### src/rtl/fp_class_pkg.sv
// ----------------------------------------------------------------------------
// fp_class_pkg
// Shared types for the FP operand classifier: the 3-bit class code, default
// widths for the classifier parameters, and small class predicates.
// ----------------------------------------------------------------------------
package fp_class_pkg;

  localparam int unsigned CLASS_W    = 3;
  localparam int unsigned DEF_EXPO_W = 8;
  localparam int unsigned DEF_MANT_W = 23;
  localparam int unsigned DEF_LANES  = 4;
  localparam int unsigned DEF_CNT_W  = 16;

  // Class codes; 6 and 7 are never produced.
  typedef enum logic [CLASS_W-1:0] {
    FPC_ZERO = 3'd0,
    FPC_SUB  = 3'd1,
    FPC_NORM = 3'd2,
    FPC_INF  = 3'd3,
    FPC_QNAN = 3'd4,
    FPC_SNAN = 3'd5
  } fp_class_e;

  // True for either NaN flavour.
  function automatic logic fp_is_nan(input fp_class_e c);
    return (c == FPC_QNAN) || (c == FPC_SNAN);
  endfunction

  // True only for signaling NaN.
  function automatic logic fp_is_snan(input fp_class_e c);
    return (c == FPC_SNAN);
  endfunction

endpackage

### src/rtl/fp_class_lane.sv
// ----------------------------------------------------------------------------
// fp_class_lane
// Combinational single-operand classifier. Produces the class code and the
// operand with its quiet bit forced when it is an SNaN and quieting is enabled.
//
// Ports:
//   i_op      in  FP_W  operand {sign, exponent, mantissa}
//   i_qen     in  1     quiet signaling NaNs
//   o_class_c out 3     class code (fp_class_e)
//   o_data_c  out FP_W  operand, quieted if SNaN and i_qen
// ----------------------------------------------------------------------------
module fp_class_lane
  import fp_class_pkg::*;
#(
  parameter int unsigned EXPO_W = DEF_EXPO_W,
  parameter int unsigned MANT_W = DEF_MANT_W
) (
  input  logic [EXPO_W+MANT_W:0] i_op,
  input  logic                   i_qen,
  output fp_class_e              o_class_c,
  output logic [EXPO_W+MANT_W:0] o_data_c
);

  localparam int unsigned FP_W = 1 + EXPO_W + MANT_W;
  // Quiet bit is the mantissa MSB.
  localparam logic [FP_W-1:0] QBIT_MASK = FP_W'(1) << (MANT_W - 1);

  logic [EXPO_W-1:0] w_expo;
  logic [MANT_W-1:0] w_mant;
  logic              w_expo_zero;
  logic              w_expo_ones;
  logic              w_mant_zero;

  assign w_expo      = i_op[MANT_W +: EXPO_W];
  assign w_mant      = i_op[MANT_W-1:0];
  assign w_expo_zero = ~|w_expo;
  assign w_expo_ones = &w_expo;
  assign w_mant_zero = ~|w_mant;

  // Class decode from exponent/mantissa fields.
  always_comb begin
    o_class_c = FPC_NORM;
    if (w_expo_zero) begin
      o_class_c = w_mant_zero ? FPC_ZERO : FPC_SUB;
    end else if (w_expo_ones) begin
      if (w_mant_zero) begin
        o_class_c = FPC_INF;
      end else if (w_mant[MANT_W-1]) begin
        o_class_c = FPC_QNAN;
      end else begin
        o_class_c = FPC_SNAN;
      end
    end
  end

  // Only the quiet bit changes; sign and payload pass through.
  assign o_data_c = (i_qen && (o_class_c == FPC_SNAN)) ? (i_op | QBIT_MASK) : i_op;

endmodule

### src/rtl/fp_nan_scan.sv
// ----------------------------------------------------------------------------
// fp_nan_scan
// Two-stage, multi-lane IEEE-754 operand classifier with valid/ready flow
// control, optional SNaN quieting, a sticky invalid flag and a saturating
// SNaN lane counter.
//
// Ports:
//   clk, rst            clock, asynchronous active-high reset
//   in_valid/in_ready   input handshake (in_ready independent of in_valid)
//   in_data             LANES operands, lane i at [i*FP_W +: FP_W]
//   quiet_en            quiet SNaN lanes of this beat
//   clr_sticky          synchronous clear of sticky_nv / snan_cnt
//   out_valid/out_ready output handshake
//   out_data            data, quieted where requested
//   out_class           per-lane 3-bit class code
//   out_any_nan         any lane QNaN or SNaN
//   out_any_snan        any lane SNaN
//   sticky_nv           SNaN accepted since last clear/reset
//   snan_cnt            saturating count of accepted SNaN lanes
// ----------------------------------------------------------------------------
module fp_nan_scan
  import fp_class_pkg::*;
#(
  parameter int unsigned EXPO_W = DEF_EXPO_W,
  parameter int unsigned MANT_W = DEF_MANT_W,
  parameter int unsigned LANES  = DEF_LANES,
  parameter int unsigned CNT_W  = DEF_CNT_W
) (
  input  logic                                   clk,
  input  logic                                   rst,
  input  logic                                   in_valid,
  output logic                                   in_ready,
  input  logic [LANES*(1+EXPO_W+MANT_W)-1:0]     in_data,
  input  logic                                   quiet_en,
  input  logic                                   clr_sticky,
  output logic                                   out_valid,
  input  logic                                   out_ready,
  output logic [LANES*(1+EXPO_W+MANT_W)-1:0]     out_data,
  output logic [LANES*CLASS_W-1:0]               out_class,
  output logic                                   out_any_nan,
  output logic                                   out_any_snan,
  output logic                                   sticky_nv,
  output logic [CNT_W-1:0]                       snan_cnt
);

  localparam int unsigned FP_W  = 1 + EXPO_W + MANT_W;
  localparam int unsigned PC_W  = $clog2(LANES + 1);
  // Sum width covers both operands plus a carry so overflow is visible.
  localparam int unsigned SUM_W = ((CNT_W > PC_W) ? CNT_W : PC_W) + 1;
  localparam logic [CNT_W-1:0] CNT_MAX = '1;

  // Lane classification of the incoming beat
  fp_class_e         w_in_class [LANES];
  logic [FP_W-1:0]   w_in_data  [LANES];

  for (genvar g = 0; g < LANES; g++) begin : g_lane
    fp_class_lane #(
      .EXPO_W (EXPO_W),
      .MANT_W (MANT_W)
    ) u_lane (
      .i_op      (in_data[g*FP_W +: FP_W]),
      .i_qen     (quiet_en),
      .o_class_c (w_in_class[g]),
      .o_data_c  (w_in_data[g])
    );
  end

  // Handshake: S2 advances when empty or drained; S1 follows S2.
  logic w_s2_adv;
  logic w_in_acc;
  logic r_s1_valid;

  assign w_s2_adv = !out_valid || out_ready;
  assign in_ready = !r_s1_valid || w_s2_adv;
  assign w_in_acc = in_valid && in_ready;

  // Stage 1: data (quiet_en already applied by the lane) and classes
  logic [FP_W-1:0] r_s1_data  [LANES];
  fp_class_e       r_s1_class [LANES];

  always_ff @(posedge clk or posedge rst) begin
    if (rst) begin
      r_s1_valid <= 1'b0;
      for (int i = 0; i < LANES; i++) begin
        r_s1_data[i]  <= '0;
        r_s1_class[i] <= FPC_ZERO;
      end
    end else begin
      if (in_ready) begin
        r_s1_valid <= in_valid;
      end
      if (w_in_acc) begin
        for (int i = 0; i < LANES; i++) begin
          r_s1_data[i]  <= w_in_data[i];
          r_s1_class[i] <= w_in_class[i];
        end
      end
    end
  end

  // Any-NaN / any-SNaN reductions over the S1 classes
  logic w_s1_any_nan;
  logic w_s1_any_snan;

  always_comb begin
    w_s1_any_nan  = 1'b0;
    w_s1_any_snan = 1'b0;
    for (int i = 0; i < LANES; i++) begin
      w_s1_any_nan  = w_s1_any_nan  | fp_is_nan(r_s1_class[i]);
      w_s1_any_snan = w_s1_any_snan | fp_is_snan(r_s1_class[i]);
    end
  end

  // Stage 2: output registers, held while stalled
  always_ff @(posedge clk or posedge rst) begin
    if (rst) begin
      out_valid    <= 1'b0;
      out_data     <= '0;
      out_class    <= '0;
      out_any_nan  <= 1'b0;
      out_any_snan <= 1'b0;
    end else if (w_s2_adv) begin
      out_valid <= r_s1_valid;
      if (r_s1_valid) begin
        for (int i = 0; i < LANES; i++) begin
          out_data[i*FP_W +: FP_W]       <= r_s1_data[i];
          out_class[i*CLASS_W +: CLASS_W] <= r_s1_class[i];
        end
        out_any_nan  <= w_s1_any_nan;
        out_any_snan <= w_s1_any_snan;
      end
    end
  end

  // SNaN lanes in the incoming beat
  logic [PC_W-1:0] w_snan_pc;

  always_comb begin
    w_snan_pc = '0;
    for (int i = 0; i < LANES; i++) begin
      w_snan_pc = w_snan_pc + PC_W'(fp_is_snan(w_in_class[i]));
    end
  end

  // Saturating add; a same-cycle clear zeroes the base before the new beat.
  logic [CNT_W-1:0] w_cnt_base;
  logic [SUM_W-1:0] w_cnt_sum;
  logic [CNT_W-1:0] w_cnt_next;

  assign w_cnt_base = clr_sticky ? '0 : snan_cnt;
  assign w_cnt_sum  = SUM_W'(w_cnt_base) + SUM_W'(w_snan_pc);
  assign w_cnt_next = (w_cnt_sum > SUM_W'(CNT_MAX)) ? CNT_MAX : CNT_W'(w_cnt_sum);

  // Statistics update on acceptance or on a lone clear
  always_ff @(posedge clk or posedge rst) begin
    if (rst) begin
      sticky_nv <= 1'b0;
      snan_cnt  <= '0;
    end else if (w_in_acc) begin
      snan_cnt  <= w_cnt_next;
      sticky_nv <= (sticky_nv && !clr_sticky) || (w_snan_pc != '0);
    end else if (clr_sticky) begin
      snan_cnt  <= '0;
      sticky_nv <= 1'b0;
    end
  end

endmodule
### config.mk
export PLATFORM = sky130hd
export DESIGN_NAME = fp_nan_scan
export DESIGN_NICKNAME = d
export VERILOG_FILES = /design/src/rtl/fp_class_pkg.sv /design/src/rtl/fp_class_lane.sv /design/src/rtl/fp_nan_scan.sv
export SDC_FILE = /design/constraint.sdc
export NUM_CORES = 1
export LEC_CHECK = 0
export BUFFER_PORTS_ARGS = -buffer_cell sky130_fd_sc_hd__buf_2
export CORE_ASPECT_RATIO = 1.1
export CORE_MARGIN = 5
export CORE_UTILIZATION = 57
export DETAILED_ROUTE_END_ITERATION = 10
export GPL_TIMING_DRIVEN = 0
export PLACE_DENSITY = 0.87
export SYNTH_ARGS = -nofsm -noshare
export SYNTH_HDL_FRONTEND = slang
export SYNTH_SLANG_ARGS = --single-unit
### constraint.sdc
create_clock -name clk -period 17 [get_ports clk]
set_input_delay 1.7 -clock clk [delete_from_list [all_inputs] [get_ports clk]]
set_output_delay 1.7 -clock clk [all_outputs]
set_load 0.01 [all_outputs]
==> results of run 1 <==
-- logic make-up (layout without fill, tap and decap cells) --
kind of cell	Yosys count	after routing	synth area share (%)
other cells	0	1	0
flops	301	301	62.7
xor+xnor	7	7	0.510
mux	145	145	13.5
buf+inv	58	404	1.94
fa+ha+maj	7	7	0.854
compound gates	53	53	2.90
simple gates	503	503	17.6
-- power groups by stage --
stage / clock network (uW) / registers (uW) / logic, uW
6_report: 671 / 905 / 348
3_3_place_gp: 0 / 909 / 336
4_1_cts: 681 / 904 / 353
3_5_place_dp: 0 / 915 / 350
2_1_floorplan: 0 / 943 / 153
5_1_grt: 714 / 920 / 382
-- path summary, 6_finish.rpt --
path	startpoint	to	slack (ns)	cells past startpoint
max	in_data[33]	snan_cnt[11]	12.06	15
min	r_s1_data[65]	r_s1_data[65]	0.47	2
max reg2reg	out_valid	r_s1_data[126]	14.43	7
min reg2reg	r_s1_data[65]	r_s1_data[65]	0.47	2
max in group asynchronous	rst	out_data[44]	14.75	3
min in group asynchronous	rst	r_s1_data[25]	1.25	2
-- synth_stat cells, drive strengths merged (8+ instances only) --
master	instances	share of area, %
a21oi	9	0.37
buf	8	0.37
clkbuf	42	1.3
dfrtp	301	63
inv	8	0.25
mux2	140	13
nand2	389	12
nand4	14	0.73
nor2	27	0.84
nor2b	9	0.47
nor4	24	1.2
o21ai	14	0.58
or3	8	0.46
-- metrics by stage --
step                total power, uW  instances
finish                         1920       1677
global route                   2020       1677
CTS                            1940       1676
detailed placement             1260       1626
global placement               1240       1624
floorplan                      1100       1074
-- cells in the final DEF, fill, tap and decap left out, types with 9 or more instances in the layout --
cell,instances
clkbuf_16,31
nor2_1,27
a21oi_1,9
nor2b_1,9
nor4_1,24
clkbuf_1,50
dfrtp_1,301
nand4_1,14
mux2_2,140
buf_2,300
o21ai_0,14
nand2_1,389
-- registers in the layout, summed over array words and instances (netlist names) --
register,count
out_data,128
r_s1_data,128
snan_cnt,16
out_class,12
r_s1_class,12
out_any_nan,1
out_any_snan,1
out_valid,1
r_s1_valid,1
sticky_nv,1
-- layer usage --
layer  up-vias  wire, um
met5         -         7
met4         2       894
met3        74      2380
met2       378     16400
met1      4583     12300
li1       4246         -
-- layout make-up --
type | count | area share (%)
antenna | 1 | 0.0168
multi-input combinational | 715 | 28.6
sequential | 301 | 50.7
timing repair buffer | 296 | 10.3
clock inverter | 4 | 0.640
inverter | 8 | 0.252
buffer | 50 | 1.36
tap | 256 | 2.15
clock buffer | 46 | 6.07
-- worst max-delay path: stages --
cell     delay (ns)
buf_2          0.11
nor4_1         0.44
nand4_1        0.29
o21ai_0        0.35
or3_1          0.21
fa_1           0.42
inv_1          0.07
ha_1           0.15
ha_1           0.27
fa_1           0.47
a21o_1         0.25
nand3_1        0.20
or3_4          0.18
buf_6          0.13
a41oi_1        0.12
==> impl_results.md, run 1 <==
* Sequential power share at 47.0%
* Max-slew violation count at 0
* Crit Path Max Fanout at 10
* Area of the multi-input gates at between 0.004 and 0.005 sq mm
* GRT Total Usage at roughly a quarter
* Sequential cell area at roughly 0.0075 sq mm
* Met3 Track Usage GR at 5.47%
* Final setup violation count at 0
* Average wire per standard cell at 19.0 um
* Slew margin rel. at 45.9%
* Req. time, crit path at around 17 ns
* CTS tree: built
* Layout Skew at approximately 0.012 ns
* Fin crit share at 29.1%
* IO Count at ~300
* Status: complete, no violations
* Worst Tran Pin Value at between 0.8 and 0.9 ns
* Comb pwr share at between 10% and 20%
* Worst setup margin at approximately 12 ns
* Setup bufs post-CTS at 0
* Synthesized area at ~0.012 sq mm
* DR DRC count at 0
* First-pass GRT wire length at 51.1 mm
* Lkg Pwr at ~0.0077 uW
* Kind of critical path: in -> reg
* Hold_ws at approximately 0.47 ns
* Share of cells above drive strength 1 at about a third
* Seq/Total Area, Yosys at 62.7%
* Critical path arrival at ~5.4 ns
* Clk pwr share at between 30% and 40%
* CTS resizes at 0
* Port bufs at just under 300
* Post-synth EDFFs at 0
* Final Hold Fails at 0
* Core area at a little over 0.02 sq mm
* Vias in the first global route at between 9000 and 10000
* Fillers at roughly 1400
* Rows at 55
* Pwr dens at 129 mW/mm^2
* Post-layout util at between 70 and 80%
* Synth Register Bits at between 300 and 400
* Synth async-reset ratio at 100%
* Chip height at approximately 160 um
* DP Worst Slack at 11.55 ns
* Layout Nets at 1543
* Most Used Layer, Global Route: met2
* Area Growth Syn to Fin at 23.8%
* Max_cap viols at 0
* Int Pwr at roughly 1400 uW
* CTS Root Cell: clkbuf_16
* Post-detail-place hpwl at 22.5 mm
* Main flop type after synthesis: dfrtp_1
* Synth cell types at 46
* H-tree lvl count at 1
* GRT met2 Usage at around 47%
* Sw frac at roughly 27%
* Initial antenna violation count at 2
* Largest net degree at the start of global routing at 121
* WL final at around 32 mm
* DP Area at around 0.014 sq mm
* Worst VDD drop at 0.0940 mV
* Placer Congestion at around 0.9
* Total gr overflow at 0
* Clock Sinks at roughly 300
* Vias at around 9300
* DRT iter0 DRCs at ~440
* Clk_lat worst skew at between 0.5 and 0.6 ns
* Syn Area/Cell at roughly 11 sq um
* Ys Warns at 0
* RSZ-0062 raised after global routing: false
* Vias/cell at between 5 and 6
* Worst-case clock buffer depth at 3
* Sw Pwr at around 520 uW
* Starting Density at approximately 58%
* Die W at roughly 150 um
* Min Tclk post-route at 4.94 ns
* Total CTS buffers at 30
* Setup TNS Final at 0 ns
* Worst setup EP type: register
* First-pass DRT Iterations at 5
* Design area at 0.0149 sq mm
* Synth Instances at ~1100
* Die Outline Area at between 0.02 and 0.025 sq mm
* Syn_nets at 1215
* Clock Pin Slew Worst Setup and Hold Paths at approximately 0.060 ns
* Fmax at 202 MHz
* Crit start category: input port
* Hold crit path type: reg -> reg
* Final ANT Viol Nets at 0
* GR Util met1 at between 30% and 40%
* # hold bufs at CTS at 0
No activity file was read; power rests on OpenSTA's default activity.
==> inputs of run 2 (changes only) <==
ABC_AREA = 1   (was not set)
CORE_UTILIZATION = 49   (was 57)
PLACE_DENSITY = 0.8   (was 0.87)
clock period = 4.1 ns   (was 17 ns; I/O delays follow)
==> run 2 against run 1 <==
Effect of this change: combinational power rose to 5.1 times the previous value; critical path depth increased by 4; via count grew 17%; hold slack worse by 0.42 ns; cell area is 5.4% higher; synthesized area up 4.2%; utilization decreased by 10 points; clock-buffer cell count decreased by 3; sequential share of layout area down 2.6 points; global-route usage shrank 1.2 points; sequential power grew to 4.3 times the previous value; first-iteration DRC count grew 86%.
==> impl_results.md, run 2 <==
* Pwr dens at 552 mW/mm^2 (+330%)
* Status: complete, no violations
* Delay-heaviest family, CP: simple AND/OR/NAND/NOR gates
* Crit Path Max Fanout at 6 (-4)
* Critical path arrival at 3.51 ns (-1.84 ns)
* Clock Pin Slew Worst Setup and Hold Paths at 0.06 ns (about the same)
* Post-synth EDFFs at 0 (unchanged)
* Initial antenna violation count at 5 (+3)
* Final ANT Viol Nets at 0 (unchanged)
* Final setup violation count at 0 (unchanged)
* Synth async-reset ratio at 100% (unchanged)
* Worst setup margin at 1.03 ns (-11.03 ns)
* CTS Root Cell: clkbuf_16
* RSZ-0062 raised after global routing: false
* Largest net degree at the start of global routing at 45 (-63%)
* Most common cell in the netlist: nand2_1
* Synthesized area at 0.0125 sq mm (+4.2%)
* Cell Chain, Critical Path: buf_2, inv_1, nand4_1, nor2_1, nand3_1, nand3_1, fa_1, inv_1, ha_1, ha_1, fa_1, nand2_1, nand2_1, nand2_1, nor2_4, nand3_1, inv_1, nand3b_1, nand3_1
* Setup TNS Final at 0 ns (unchanged)
* Synth cell types at 29 (-37%)
* Kind of critical path: in -> reg
* Total gr overflow at 0 (unchanged)
* Share of cells above drive strength 1 at 23.0% (-11 points)
* Top flop regs: out_data: 128 flops, r_s1_data: 128 flops, snan_cnt: 16 flops
* DP Area at 0.0146 sq mm (+5.1%)
* Synth Instances at 1468 (+37%)
* Vias at 10900 (+17%)
* Crit start category: input port
* Placer Congestion at 0.893 (-1.0%)
* Max_cap viols at 0 (unchanged)
* Hold_ws at 0.0470 ns (-0.422 ns)
* Cell taking the most area after synthesis: dfrtp_1
* Chip height at 178 um (+9.5%)
* Area Growth Syn to Fin at 25.2%
* Largest family of logic cells by synthesized area: simple AND/OR/NAND/NOR gates
* Mux cell area share after synthesis at 0% (-14 points)
* WL final at 36.6 mm (+15%)
* Average wire per standard cell at 16.8 um (-12%)
* Max stage delay cell, worst path: fa_1
* Ys Warns at 0 (unchanged)
* Synth Area in Compound Gates at 5.12% (+2.2 points)
* Fmax at 325 MHz
* Synth Area in Adders at 0.819% (-0.035 points)
* IO Count at 295 (unchanged)
* Commonest non-fill, non-tap cells in the layout: 663 x nand2_1, 323 x buf_2, 301 x dfrtp_1
* Syn_nets at 1609 (+32%)
* Worst Tran Pin Value at 0.790 ns (-0.0210 ns)
* CTS tree: built
* Layout Nets at 1944 (+26%)
* Synth Register Bits at 301 (unchanged)
* Worst-case clock buffer depth at 3 (unchanged)
* Synth top area share at 60.2% (-2.5 points)
* CTS resizes at 0 (unchanged)
* Main flop type after synthesis: dfrtp_1
* Die Outline Area at 0.0289 sq mm (+20%)
* Starting Density at 49.6% (-8.6 points)
* Hold crit path type: in -> reg
* Fin crit share at between 70 and 80%
* CP Buf/Inv Count at 4 (+1)
* Worst setup EP type: register
* Syn Area/Cell at 8.53 sq um (-24%)
* DP Worst Slack at 0.402 ns (-11.15 ns)
* Post-detail-place hpwl at 27.3 mm (+21%)
* First-pass GRT wire length at 57.8 mm (+13%)
* CP most frequent cell: nand3_1
* Fillers at 2127 (+50%)
* Clk_lat worst skew at 0.56 ns (about the same)
* Design area at 0.0157 sq mm (+5.4%)
* Top post-synthesis cells by area: dfrtp_1 60%, nand2_1 20%, o21ai_0 4.8%
* DR DRC count at 0 (unchanged)
* Vias in the first global route at 11100 (+12%)
* Final Hold Fails at 0 (unchanged)
* H-tree lvl count at 1 (unchanged)
* Max-slew violation count at 0 (unchanged)
* First-pass DRT Iterations at 5 (unchanged)
* Rows at 61 (+11%)
* GRT Total Usage at 25.3% (-1.2 points)
* Most common cell after layout, fill and taps aside: nand2_1
* Min Tclk post-route at slightly above 3 ns
* Clock Sinks at 301 (unchanged)
* # hold bufs at CTS at 1 (+1)
* Worst VDD drop at 0.383 mV (+310%)
* Core area at 0.0253 sq mm (+22%)
* Crit path largest cell delay at 0.44 ns (-0.03 ns)
* Post-synth top cells: 663 x nand2_1, 301 x dfrtp_1, 130 x inv_1
* Req. time, crit path at 4.53 ns (-12.88 ns)
* Total CTS buffers at 31 (+3.3%)
* Vias/cell at 5.00 (-9.6%)
* DRT iter0 DRCs at 818 (+86%)
* Setup bufs post-CTS at 0 (unchanged)
* Synth Area in Simple Gates at 27.4% (+9.8 points)
* Synth Area in XOR/XNOR at 0% (-0.51 points)
* Port bufs at 294 (unchanged)
* Seq/Total Area, Yosys at 60.2% (-2.5 points)
* Slew margin rel. at 47.3% (+1.4 points)
* Layout Skew at 0.0138 ns (+0.00153 ns)
* Lkg Pwr at 0.00882 uW (+15%)
* Die W at 162 um (+9.4%)
## run 2: logic make-up (layout without fill, tap and decap cells)
| kind of cell | after synthesis | after routing |
|---|---|---|
| simple gates | 834 | 834 |
| flops | 301 | 301 |
| buf+inv | 199 | 558 |
| compound gates | 127 | 127 |
| fa+ha+maj | 7 | 7 |
| other cells | 0 | 2 |
## run 2: tightest hold or removal path, cell delays in order
cell and delay, ns:
buf_2 0.08, nand2_1 0.04, nand2_1 0.05
## run 2: layout make-up
type / count / area [sq um] / share of cell area (%)
antenna: 2 / 5.00 / 0.0319
timing repair buffer: 302 / 1620 / 10.3
inverter: 134 / 507 / 3.23
multi-input combinational: 968 / 4170 / 26.6
tap: 346 / 433 / 2.76
buffer: 65 / 318 / 2.03
clock inverter: 14 / 191 / 1.22
sequential: 301 / 7530 / 48.0
clock buffer: 43 / 901 / 5.75
## run 2: final timing paths
check                           endpoint     startpoint  slack [ns]  depth (start not counted)
min in group asynchronous  r_s1_data[39]            rst        0.50                          3
hold reg to reg            out_data[109]  r_s1_data[13]        0.46                          2
setup / recovery            snan_cnt[10]    in_data[37]        1.03                         19
setup reg to reg            snan_cnt[10]    snan_cnt[0]        2.13                         12
hold / removal             r_s1_data[31]   in_data[127]        0.05                          3
max in group asynchronous  out_data[105]            rst        2.39                          6
## run 2: report_power, final
part / total (uW) / leakage, uW / internal, uW / switching [uW]
Sequential: 3890 / 0.00377 / 3560 / 332
Combinational: 1780 / 0.00453 / 643 / 1130
Clock: 2970 / 0.000532 / 1790 / 1190
Total: 8650 / 0.00882 / 5990 / 2650
## run 2: per-layer routing
metal	share of wire, %	wire length [um]	up-vias	track usage, %
met5	0.13	46	-	0
met4	2.5	922	6	7.93
met3	7.3	2680	59	4.81
met2	49	18000	413	43.2
met1	41	15000	5184	32.8
li1	-	-	5216	-
## run 2: stage by stage
step	cells	power (uW)	utilization, %
global placement	2108	5640	57.1
floorplan	1468	4840	-
CTS	2173	8710	62.0
finish	2175	8650	62.1
global route	2175	9100	62.1
detailed placement	2115	5720	57.7
==> inputs of run 3 (changes only) <==
clock period = 2.7 ns   (was 4.1 ns; I/O delays follow)
==> run 3 against run 2 <==
Effect of this change: global-route usage increased by 0.75 points; final cell count increased by 4.3%; combinational power up 59%; sequential power increased by 52%; first-iteration DRC count decreased by 3.9%; utilization is 4.1 points higher.
==> impl_results.md, run 3 (synthesis gave the netlist of run 2 again) <==
* Status: complete, no violations
* Average wire per standard cell at 16.7 um (-0.63%)
* Max_cap viols at 0 (unchanged)
* Vias at 11600 (+6.2%)
* Sw Pwr at 4050 uW (+53%)
* DP Area at 0.0146 sq mm (+0.34%)
* R2R cell count at 7 (-5)
* Clk pwr share at 34.3% (about the same)
* Clock Sinks at 301 (unchanged)
* Worst setup margin at 0.138 ns (-0.889 ns)
* Worst VDD drop at 0.769 mV (+100%)
* Req. time, crit path at 3.13 ns (-1.40 ns)
* Share of cells above drive strength 1 at 23.2% (+0.13 points)
* CTS tree: built
* Starting Density at 49.6% (unchanged)
* Int Pwr at 9260 uW (+55%)
* Vias in the first global route at 11800 (+6.3%)
* Crit. Startpoint: in_data[62]
* Fin crit share at a little over nine tenths
* RR Endpoint: r_s1_data[27]
* Worst Tran Pin Value at 0.937 ns (+0.147 ns)
* WL final at 37.9 mm (+3.6%)
* Critical path arrival at 3.00 ns (-0.51 ns)
* Rows at 61 (unchanged)
* DR DRC count at 0 (unchanged)
* H-tree lvl count at 1 (unchanged)
* Slew margin rel. at 37.4% (-9.9 points)
* Worst-case clock buffer depth at 3 (unchanged)
* FF-to-FF setup slack at 0.73 ns (-1.40 ns)
* Sw frac at 30.4% (-0.24 points)
* Pwr dens at 797 mW/mm^2 (+44%)
* Chip height at 178 um (unchanged)
* Hold_ws at 0.0152 ns (-0.0318 ns)
* Final setup violation count at 0 (unchanged)
* Hold depth at 3 (unchanged)
* First-pass GRT wire length at 60.0 mm (+3.9%)
* Comb pwr share at 21.2% (+0.6 points)
* Crit start category: input port
* Sequential power share at 44.5% (-0.5 points)
* Core area at 0.0253 sq mm (unchanged)
* Crit Path Max Fanout at 10 (+4)
* Total CTS buffers at 31 (unchanged)
* Max-slew violation count at 0 (unchanged)
* Inst Count DP at 2115 (unchanged)
* Clk_lat worst skew at 0.56 ns (about the same)
* Top flop regs: out_data: 128 flops, r_s1_data: 128 flops, snan_cnt: 16 flops
* Die W at 162 um (unchanged)
* First-pass DRT Iterations at 6 (+1)
* R2R Path Start: out_valid
* Total gr overflow at 0 (unchanged)
* Area Growth Syn to Fin at 33.5%
* CTS Root Cell: clkbuf_16
* IO Count at 295 (unchanged)
* Port bufs at 294 (unchanged)
* Initial antenna violation count at 12 (+7)
* Post-Layout Cell Count at 2268 (+4.3%)
* Layout Skew at 0.0106 ns (-0.00318 ns)
* Lkg Pwr at 0.00921 uW (+4.4%)
* Setup TNS Final at 0 ns (unchanged)
* Kind of critical path: in -> reg
* Design area at 0.0167 sq mm (+6.6%)
* Vias/cell at 5.09 (+1.8%)
* Hold crit path type: in -> reg
* Clock Pin Slew Worst Setup and Hold Paths at 0.06 ns (about the same)
* Most common cell after layout, fill and taps aside: nand2_1
* Commonest non-fill, non-tap cells in the layout: 660 x nand2_1, 323 x buf_2, 301 x dfrtp_1
* DP Worst Slack at -0.519 ns (-0.921 ns)
* Min Tclk post-route at between 2 and 3 ns
* DRT iter0 DRCs at 786 (-3.9%)
* GRT Total Usage at 26.0% (+0.75 points)
* Die Outline Area at 0.0289 sq mm (unchanged)
* Post-detail-place hpwl at 26.5 mm (-3.2%)
* Final ANT Viol Nets at 0 (unchanged)
* Largest net degree at the start of global routing at 45 (unchanged)
* Final Hold Fails at 0 (unchanged)
* Hold Path End: r_s1_data[67]
* Worst setup EP type: register
* Layout Nets at 2034 (+4.6%)
* Fmax at 390 MHz
* Critical hold path startpoint: in_data[35]
* Placer Congestion at 0.895 (+0.28%)
[run 3: changes by cell type in the layout (fill, tap and decap cells not counted), sizes merged]
cell,delta
buf,+4
diode,+4
clkinvlp,-2
inv,-1
dlygate4sd3,+86
clkinv,+1
bufinv,+1
[run 3: worst max path at each step]
stage | slack [ns] | to | cells after the start
CTS | 0.06 | snan_cnt[6] | 18
global route | -0.03 | snan_cnt[6] | 18
detailed placement | -0.52 | snan_cnt[6] | 18
global placement | -3.22 | snan_cnt[9] | 2
floorplan | -1.57 | out_any_nan | 1
finish | 0.14 | snan_cnt[6] | 16
[run 3: worst max-delay path, stage by stage]
cell      delay [ns]
buf_2           0.11
nand4_1         0.11
nor2_1          0.29
nand3_2         0.16
fa_1            0.54
inv_2           0.05
ha_4            0.16
ha_4            0.22
fa_2            0.38
nand2_1         0.09
nand2_1         0.07
nand2_2         0.09
nor2_4          0.06
nand4_4         0.16
buf_12          0.16
nand3b_2        0.08
[run 3: per-layer routing]
metal  up-vias  share of wire, %  GRT usage, %
li1       5406                 -             -
met1      5578                40          32.5
met2       444                48          44.2
met3       112               7.4          5.95
met4        12               4.2          10.3
met5         -              0.18             0
[run 3: cell type report]
class | count | area, sq um
fill | 2007 | 8550
sequential | 301 | 7530
multi-input combinational | 968 | 4290
timing repair buffer | 392 | 2510
clock buffer | 43 | 901
inverter | 134 | 507
tap | 346 | 433
buffer | 65 | 327
clock inverter | 13 | 196
antenna | 6 | 15.0
[run 3: repair_timing]
action / in CTS / in global routing
setup endpoints to repair: 0 / 16
hold buffers: 87 / 0
endpoints found under the hold margin: 122 / 0
buffers inserted: 0 / 4
resized for setup: 0 / 17
[run 3: power groups by stage]
stage	sequential [uW]	clock [uW]	combinational [uW]
after floorplan	6200	0	1140
after global placement	5940	0	2630
after detailed placement	5950	0	2730
after CTS	5900	4620	2840
after global routing	6010	4820	3150
final	5920	4570	2830
[run 3: stage by stage]
step	total power (uW)	util, %
finish	13300	66.1
global route	14000	66.1
CTS	13400	65.7
detailed placement	8680	57.9
global placement	8560	57.3
floorplan	7350	-
